File: src/rtl/memarb_timeout.sv
// Grant-age counter: counts cycles while a grant is active, clears when idle.
// Latency: expired is combinational from the registered count; no backpressure.
module memarb_timeout #(
  parameter int TIMEOUT = 64
) (
  input  logic clk,
  input  logic rst_n,
  input  logic active,
  output logic expired
);
  localparam int CW = $clog2(TIMEOUT + 1);

  logic [CW-1:0] count;

  always_ff @(posedge clk or negedge rst_n) begin
    if (!rst_n) begin
      count <= '0;
    end else if (!active) begin
      count <= '0;
    end else begin
      count <= count + 1'b1;
    end
  end

  assign expired = active && (count == CW'(TIMEOUT - 1));
endmodule

File: config.mk
export PLATFORM = sky130hd
export DESIGN_NAME = memarb_timeout
export DESIGN_NICKNAME = d
export VERILOG_FILES = /design/src/rtl/memarb_timeout.sv
export SDC_FILE = /design/constraint.sdc
export NUM_CORES = 1
export LEC_CHECK = 0
export BUFFER_PORTS_ARGS = -buffer_cell sky130_fd_sc_hd__buf_4
export CAP_MARGIN = 20
export CORE_AREA = 4 4 41 43
export DETAILED_ROUTE_END_ITERATION = 12
export DIE_AREA = 0 0 45 47
export PLACE_DENSITY = 0.42
export SYNTH_ARGS = -nofsm -noshare
export SYNTH_HDL_FRONTEND = slang
export SYNTH_SLANG_ARGS = --single-unit
File: constraint.sdc
create_clock -name clk -period 1.73 [get_ports clk]
set_clock_uncertainty 0.1 [all_clocks]
set_input_delay 0.4325 -clock clk [delete_from_list [all_inputs] [get_ports clk]]
set_output_delay 0.4325 -clock clk [all_outputs]
set_load 0.05 [all_outputs]
==> results.cfg, run 1 <==
[run_status]
status = complete, but fails checks
violations = negative setup slack

[yosys]
synth.avg_cell_area_um2 = 12.2
synth_edf_count = 0
netlist.area_leader.share = 0.553
syn_area_um2 = 317
ys_types = 15
synth-seq-cells = 7
synthTopCellsByCount = dfrtp_1 (7), and2_1 (4), nand3_1 (2), xnor2_1 (2)
yosysMostFrequentCell = dfrtp_1
async_flop_share = 1.00
synthFlopType = dfrtp_1
synth_fp_nets = 30
synth-warning-count = 0
yosys-top-cells-area = dfrtp_1 (55%), and2_1 (7.9%), xnor2_1 (5.5%)
seq_area_frac_synth = 0.553
postSynthCellCount = 26
synth_top_cell_by_area = dfrtp_1

[global_route]
grt_first_pass_wirelength_um = 1080
grtUsageTotal = 0.0811
antenna_found_initial = 0
grt_pass1_vias = 237
grt_overflow = 0
grt_max_degree = 9

[setup_path]
critPathRequiredTime_ps = 1200
crit_arrival_ps = 1330
reg2reg_setup_slack_ps = 410
r2r_cells = 4
reg2reg_from = count[2]$_DFF_PN0_
crit_path_end = expired
cp_cell_sequence = ha_2 -> nand3_4 -> nor4b_4 -> buf_6
crit_path_max_incr_delay_ps = 350
path_max_fanout = 2
r2r-end = count[5]$_DFF_PN0_
slowest_stage = dfrtp_1
crit_type = register to primary output
end_kind = primary output
critPathLaunchType = register
crit_start = count[0]$_DFF_PN0_

[route]
vias = 232
via_per_inst = 4.38
ant_nets = 0
drt_pass1_iterations = 2
detail_route.iter0.violations = 1
route.detailed.drc = 0
wl_per_cell_um = 10.7
totalWireLength_um = 568

[cells_and_area]
top_register = count
area_growth_pct = 42.7
fin_area_um2 = 452
final_nets = 43
layout-drive-gt1-share = 0.368
reg_top3 = count: 7 flops
fin_util = 0.347
largest_register_ffs = 7
antenna_cells = 0

[sta]
period_minus_slack_ps = 1860
worst_slew_pin_slew_ps = 229
setup_viol = 1
finalMaxSlewViolations = 0
hold_viol = 0
finalSetupTns_ps = -128
max-slew-margin-rel = 0.847
finalCritPeriodShare = 1.07
rsz0062_at_grt = true
fmax_mhz = 538
setup_ws_ps = -128

[floorplan]
rows = 13
core_area_um2 = 1300
dieHeight_um = 47
die_w_um = 45
die_area_um2 = 2120
start_util = 0.243
io_pins = 4

[clock_tree]
cts_sinks = 7
cts-buffers-inserted = 3
clockBufferDepth = 2
htree_num_levels = 1
clk_latency_ps = 250
cts_tree = yes
clkSlewWorstSetupHoldPaths_ps = 50
clockRootBuffer = clkbuf_4

[run]
max_cap_violations = 0

[power_and_ir_drop]
ir_drop_mv = 0.314
total_power_mw = 0.353
pwr_density_cell_nw_per_um2 = 781
p_leak_nw = 0.201

[placement]
place_congestion = 0.723
place_area_um2 = 389
dp_hpwl_um = 428
port_buffers = 3
place_ws_ps = 49.5

[min_path]
hold_path.class = primary input to register
==> routing by layer <==
| metal | share of wire | track usage |
|---|---|---|
| met5 | 0 | 0 |
| met4 | 0 | 0.0877 |
| met3 | 0.060 | 0.0575 |
| met2 | 0.46 | 0.102 |
| met1 | 0.48 | 0.0833 |
==> worst max-delay path: cells and delay by family, from the launching register on <==
| family | cells | cell delay (ps) |
|---|---|---|
| adder cells (fa/ha/maj) | 1 | 210 |
| AND/OR/NAND/NOR | 2 | 320 |
| buffers and inverters | 1 | 200 |
| flip-flops | 1 | 350 |
==> power by group <==
group	internal (mW)	switching [mW]
clock	0.0879	0.0581
combinational	0.0194	0.0138
sequential	0.170	0.00401
total	0.277	0.0759
==> through the flow <==
stage / std cells / hold WS (ps)
after floorplan: 26 / 36.9
after global placement: 47 / 148
after detailed placement: 47 / 151
after CTS: 53 / 348
after global routing: 53 / 349
final: 53 / 357
==> final cells by class <==
cell class,instances,area [µm²]
Clock buffer,4,26.3
Fill cell,140,850
Sequential cell,7,175
Tap cell,15,18.8
Multi-Input combinational cell,19,165
Timing Repair Buffer,8,66.3
==> worst min path at each step <==
stage | startpoint | end | slack [ps] | cells past startpoint
final | active | count[3]$_DFF_PN0_ | 360 | 2
after global routing | active | count[3]$_DFF_PN0_ | 350 | 2
after CTS | active | count[3]$_DFF_PN0_ | 350 | 2
after detailed placement | rst_n | count[4]$_DFF_PN0_ | 150 | 1
after global placement | rst_n | count[5]$_DFF_PN0_ | 150 | 1
after floorplan | rst_n | count[0]$_DFF_PN0_ | 40 | 0
==> logic make-up after synthesis <==
kind of cell             count (synthesis)  share of synthesized area
AND/OR/NAND/NOR                         12                      0.261
AO/OA/AOI/OAI                            3                     0.0632
adder cells (fa/ha/maj)                  1                     0.0395
XOR/XNOR                                 3                     0.0830
flip-flops                               7                      0.553
==> placed cells by master (no fill, tap or decap) <==
cell and n:
a21boi_1 1, and2_1 4, buf_4 6, buf_6 1
clkbuf_1 1, clkbuf_4 3, dfrtp_1 7, dlygate4sd3_1 1
ha_2 1, nand2_1 1, nand2b_1 1, nand3_1 1
nand3_2 1, nand3_4 1, nor2b_1 1, nor4b_4 1
o211ai_1 1, o21ai_0 1, or3_1 1, xnor2_1 2
xor2_1 1
==> repair_timing <==
item,in CTS,in global routing
hold endpoints to repair,7,0
endpoints found under the setup margin,1,1
gates resized for setup,3,1
setup buffers,1,0
pin swaps,3,2
hold buffers,1,0
No activity file was read; power rests on OpenSTA's default activity.
==> run 2: changes to the inputs <==
--- a/config.mk
+++ b/config.mk
@@ -5,12 +5,13 @@
 export SDC_FILE = /design/constraint.sdc
 export NUM_CORES = 1
 export LEC_CHECK = 0
+export ABC_AREA = 1
 export BUFFER_PORTS_ARGS = -buffer_cell sky130_fd_sc_hd__buf_4
 export CAP_MARGIN = 20
 export CORE_AREA = 4 4 41 43
 export DETAILED_ROUTE_END_ITERATION = 12
 export DIE_AREA = 0 0 45 47
-export PLACE_DENSITY = 0.42
+export PLACE_DENSITY = 0.45
 export SYNTH_ARGS = -nofsm -noshare
 export SYNTH_HDL_FRONTEND = slang
 export SYNTH_SLANG_ARGS = --single-unit
==> run 2 against run 1 <==
The run still ends with negative setup slack left. Synthesized cell count grew 65%. Largest power group unchanged. Global-route usage shrank 0.060 points. Sequential cell count is the same. Power shrank 0.43%. Worst setup slack gained 53 ps.
==> results.cfg, run 2 <==
[clock_tree]
cts-buffers-inserted = 3
clkSlewWorstSetupHoldPaths_ps = 50
clockBufferDepth = 2
clockRootBuffer = clkbuf_4
cts_tree = yes
clk_latency_ps = 240
cts_sinks = 7
htree_num_levels = 1

[placement]
dp_hpwl_um = 428
port_buffers = 3
dp_cells = 61
place_congestion = 0.660

[setup_path]
critPathLaunchType = register
path_max_fanout = 2
crit_path_max_incr_delay_ps = 360
crit_arrival_ps = 1270
cp_cell_sequence = ha_2 -> nand2_2 -> nor2_4 -> nand4_2 -> inv_1 -> buf_6
critPathRequiredTime_ps = 1200
slowest_stage = dfrtp_1
end_kind = primary output
crit_type = register to primary output

[min_path]
hold_path.class = primary input to register

[floorplan]
core_area_um2 = 1300
io_pins = 4
rows = 13
start_util = 0.267
die_w_um = 45
die_area_um2 = 2120
dieHeight_um = 47

[yosys]
synth_compound_area_frac = 0.0576
yosys.area_share.adder = 0.0360
synth_edf_count = 0
yosysMostFrequentCell = nand2_1
synth-warning-count = 0
synth_top_family_by_area = simple AND/OR/NAND/NOR gates
netlist.area_leader.share = 0.504
async_flop_share = 1.00
yosys-top-cells-area = dfrtp_1 (50%), nand2_1 (11%), inv_1 (9.7%)
synth.avg_cell_area_um2 = 8.09
synthMuxAreaShare = 0
synthFlopType = dfrtp_1
synthSimpleGateAreaFrac = 0.306
syn_area_um2 = 348
seq_area_frac_synth = 0.504
postSynthCellCount = 43
synth-seq-cells = 7
synth_fp_nets = 47
synthTopCellsByCount = nand2_1 (10), inv_1 (9), dfrtp_1 (7), nor2_1 (6)
synth_xor_area_frac = 0
synth_top_cell_by_area = dfrtp_1
ys_types = 13

[cells_and_area]
largest_register_ffs = 7
final_cell_mix = nand2_1 (10), buf_4 (10), inv_1 (9), dfrtp_1 (7), nor2_1 (6)
antenna_cells = 0
layout-drive-gt1-share = 0.322
area_growth_pct = 41.4
instances_no_fill = 74
final_nets = 64
reg_top3 = count: 7 flops
top_register = count

[route]
wl_met3_um = 14
m1WireLength_um = 302
totalWireLength_um = 634
detail_route.iter0.violations = 1
routed-wl-met2_um = 310
wl_per_cell_um = 8.57
top_layer = met4
ant_nets = 0
vias = 289
drt_pass1_iterations = 2
route.detailed.drc = 0
via_per_inst = 3.91

[sta]
period_minus_slack_ps = 1800
fmax_mhz = 554
finalMaxSlewViolations = 0
rsz0062_at_grt = true
worst_slew_pin_slew_ps = 168
max-slew-margin-rel = 0.888
finalCritPeriodShare = 1.04
hold_viol = 0
setup_ws_ps = -74.8
setup_viol = 1

[global_route]
grtUsageTotal = 0.0805
grt_first_pass_wirelength_um = 1140
grt_pass1_vias = 283
grt_max_degree = 9
grt_overflow = 0
antenna_found_initial = 0

[power_and_ir_drop]
ir_drop_mv = 0.352
p_leak_nw = 0.265
total_power_mw = 0.351
pwr_density_cell_nw_per_um2 = 714

[run_status]
status = complete, but fails checks
violations = negative setup slack

[run]
max_cap_violations = 0
run 2: per-stage QoR:
| step | instance area [µm²] | setup WS [ps] | hold slack, ps | TNS (ps) | utilization |
|---|---|---|---|---|---|
| finish | 492 | -74.8 | 350 | -74.8 | 0.378 |
| global route | 492 | -151 | 350 | -151 | 0.378 |
| CTS | 477 | -106 | 337 | -106 | 0.366 |
| detailed placement | 389 | 71.8 | 153 | 0 | 0.299 |
| global placement | 389 | 84.9 | 152 | 0 | 0.299 |
| floorplan | 348 | 79.1 | 36.9 | 0 | - |
run 2: cells by family (layout without fill, tap and decap cells):
logic type | Yosys count | after routing
compound gates | 4 | 4
fa+ha+maj | 1 | 1
buf+inv | 9 | 25
flops | 7 | 7
simple gates | 22 | 22
run 2: layer usage:
layer / GRT usage / vias up
met1: 0.0909 / 124
met4: 0.0702 / 0
met5: 0 / -
met2: 0.116 / 1
li1: - / 162
met3: 0.0345 / 2
run 2: cell type report:
type                    count  area [µm²]
well taps                  15        18.8
fillers                   145         810
inverters                   9        33.8
repair buffers             12        96.3
multi-input cells          27         141
clock buffers               4        26.3
flip-flops and latches      7         175
run 2: what timing repair did:
item,CTS,global route
buffers inserted,6,2
pin swaps,2,2
hold endpoints to repair,7,0
resized for setup,2,0
setup endpoints to repair,1,1
hold buffers,1,0
run 2: final timing paths:
kind,cells past startpoint,from,to,slack (ps)
min reg2reg,2,count[6]$_DFF_PN0_,count[6]$_DFF_PN0_,410
max,6,count[0]$_DFF_PN0_,expired,-70
min,3,active,count[1]$_DFF_PN0_,350
max reg2reg,8,count[0]$_DFF_PN0_,count[4]$_DFF_PN0_,310
max in group asynchronous,2,rst_n,count[3]$_DFF_PN0_,970
min in group asynchronous,2,rst_n,count[5]$_DFF_PN0_,430
run 2: power by group:
part | internal, mW | switching (mW) | leakage [nW]
clock | 0.0878 | 0.0576 | 0.0150
sequential | 0.170 | 0.00430 | 0.0952
combinational | 0.0173 | 0.0147 | 0.155
run 2: worst max-delay path: cells and delay by family (launching register included):
family	cells	cell delay, ps
flops	1	360
simple gates	3	260
buf+inv	2	230
fa+ha+maj	1	190
==> run 3: changes to the inputs <==
--- a/config.mk
+++ b/config.mk
@@ -8,10 +8,12 @@
 export ABC_AREA = 1
 export BUFFER_PORTS_ARGS = -buffer_cell sky130_fd_sc_hd__buf_4
 export CAP_MARGIN = 20
+export CELL_PAD_IN_SITES_DETAIL_PLACEMENT = 0
+export CELL_PAD_IN_SITES_GLOBAL_PLACEMENT = 1
 export CORE_AREA = 4 4 41 43
 export DETAILED_ROUTE_END_ITERATION = 12
 export DIE_AREA = 0 0 45 47
-export PLACE_DENSITY = 0.45
+export PLACE_DENSITY = 0.55
 export SYNTH_ARGS = -nofsm -noshare
 export SYNTH_HDL_FRONTEND = slang
 export SYNTH_SLANG_ARGS = --single-unit
==> run 3 against run 2 <==
The flow still finishes with violations (negative setup slack). Worst setup slack got worse by 9.5 ps. First-iteration DRC count unchanged. Global-route usage is 0.63 points lower. Count of clock-buffer cells in the layout is the same. Via count rose by 1.7%. Non-clock buffer count fell by 4. Sequential share of layout area increased by 2.0 points. Worst hold slack got worse by 17 ps. Wire length rose by 0.79%. Final cell count decreased by 5.4%. Combinational power fell by 18%. Utilization shrank 2.0 points.
==> results.cfg, run 3 (synthesized netlist as in run 2, its figures left out) <==
[run_status]
status = complete, but fails checks
violations = negative setup slack

[run]
max_cap_violations = 0

[sta]
finalCritPeriodShare = 1.05
setup_viol = 1
max-slew-margin-rel = 0.889
period_minus_slack_ps = 1810
finalMaxSlewViolations = 0
fmax_mhz = 551
hold_viol = 0
worst_slew_pin_slew_ps = 166
rsz0062_at_grt = true
setup_ws_ps = -84.2

[placement]
place_ws_ps = 81.5
port_buffers = 3
dp_hpwl_um = 456
place_congestion = 0.702

[route]
ant_nets = 0
vias = 294
via_per_inst = 4.20
wl_per_cell_um = 9.13
totalWireLength_um = 639
route.detailed.drc = 0
detail_route.iter0.violations = 1
drt_pass1_iterations = 2

[floorplan]
die_area_um2 = 2120
core_area_um2 = 1300
start_util = 0.267
rows = 13
dieHeight_um = 47
die_w_um = 45
io_pins = 4

[setup_path]
crit_arrival_ps = 1280
crit_type = register to primary output
crit_start = count[0]$_DFF_PN0_
critPathLaunchType = register
reg2reg_from = count[0]$_DFF_PN0_
end_kind = primary output
path_max_fanout = 2
critPathRequiredTime_ps = 1200

[global_route]
grtUsageTotal = 0.0742
grt_max_degree = 9
grt_pass1_vias = 263
grt_first_pass_wirelength_um = 1010
grt_overflow = 0
antenna_found_initial = 0

[cells_and_area]
final_cell_mix = nand2_1 (10), inv_1 (8), dfrtp_1 (7), nor2_1 (6), buf_4 (6)
layout_commonest_cell = nand2_1
final_nets = 60
area_growth_pct = 33.8
antenna_cells = 0
largest_register_ffs = 7
top_register = count
layout-drive-gt1-share = 0.291
reg_top3 = count: 7 flops

[min_path]
min_from = active
hold_path.class = primary input to register

[clock_tree]
clockBufferDepth = 2
clkSlewWorstSetupHoldPaths_ps = 50
cts-buffers-inserted = 3
htree_num_levels = 1
cts_sinks = 7
clockRootBuffer = clkbuf_4
cts_tree = yes
clk_latency_ps = 260

[power_and_ir_drop]
ir_drop_mv = 0.280
pwr_density_cell_nw_per_um2 = 756
total_power_mw = 0.352
p_leak_nw = 0.243
run 3: changes by cell type in the layout (fill, tap and decap cells not counted), sizes merged:
cell  before  now
buf       11    7
run 3: critical path, cell delays in order, from the launching register on:
cell and delay [ps]:
dfrtp_1 350, ha_2 190, nand2_2 70, nor2_4 100
nand4_2 100, inv_2 80, buf_8 140
run 3: area by class of cell:
cell class,count,area [µm²]
Clock buffer,4,26.3
Fill cell,151,836
Multi-Input combinational cell,27,141
Sequential cell,7,175
Inverter,9,33.8
Tap cell,15,18.8
Timing Repair Buffer,8,70.1
run 3: stage by stage:
stage / area (µm²) / cells / setup TNS (ps) / hold slack [ps] / util
after global routing: 465 / 70 / -147 / 345 / 0.358
after floorplan: 348 / 43 / 0 / 36.9 / -
after detailed placement: 389 / 61 / 0 / 150 / 0.299
after CTS: 462 / 70 / -124 / 328 / 0.355
final: 465 / 70 / -84.2 / 333 / 0.358
after global placement: 389 / 61 / 0 / 150 / 0.299
run 3: what timing repair did:
item / CTS / global route
pin swaps: 2 / 2
resized for setup: 2 / 2
buffers inserted: 4 / 0
hold endpoints to repair: 7 / 0
hold buffers: 1 / 0
setup endpoints to repair: 1 / 1
run 3: final timing paths:
| kind | to | slack, ps | cells after the start |
|---|---|---|---|
| worst max-delay path | expired | -80 | 6 |
| worst min-delay path | count[1]$_DFF_PN0_ | 330 | 3 |
| worst max register to register | count[6]$_DFF_PN0_ | 540 | 7 |
| worst min register to register | count[6]$_DFF_PN0_ | 420 | 2 |
| max in group asynchronous | count[3]$_DFF_PN0_ | 990 | 2 |
| min in group asynchronous | count[6]$_DFF_PN0_ | 420 | 2 |
run 3: report_power, final:
part | total (mW) | switching (mW) | leakage [nW] | internal [mW]
sequential | 0.174 | 0.00427 | 0.0952 | 0.170
combinational | 0.0263 | 0.0136 | 0.132 | 0.0126
clock | 0.152 | 0.0636 | 0.0150 | 0.0882
total | 0.352 | 0.0815 | 0.243 | 0.270
run 3: metal layers:
layer | vias to the layer above | global-route usage | part of all wire
met5 | - | 0 | 0
met4 | 0 | 0.0877 | 0.033
met3 | 3 | 0.0345 | 0.070
met2 | 7 | 0.0989 | 0.45
met1 | 128 | 0.0794 | 0.44
li1 | 156 | - | -
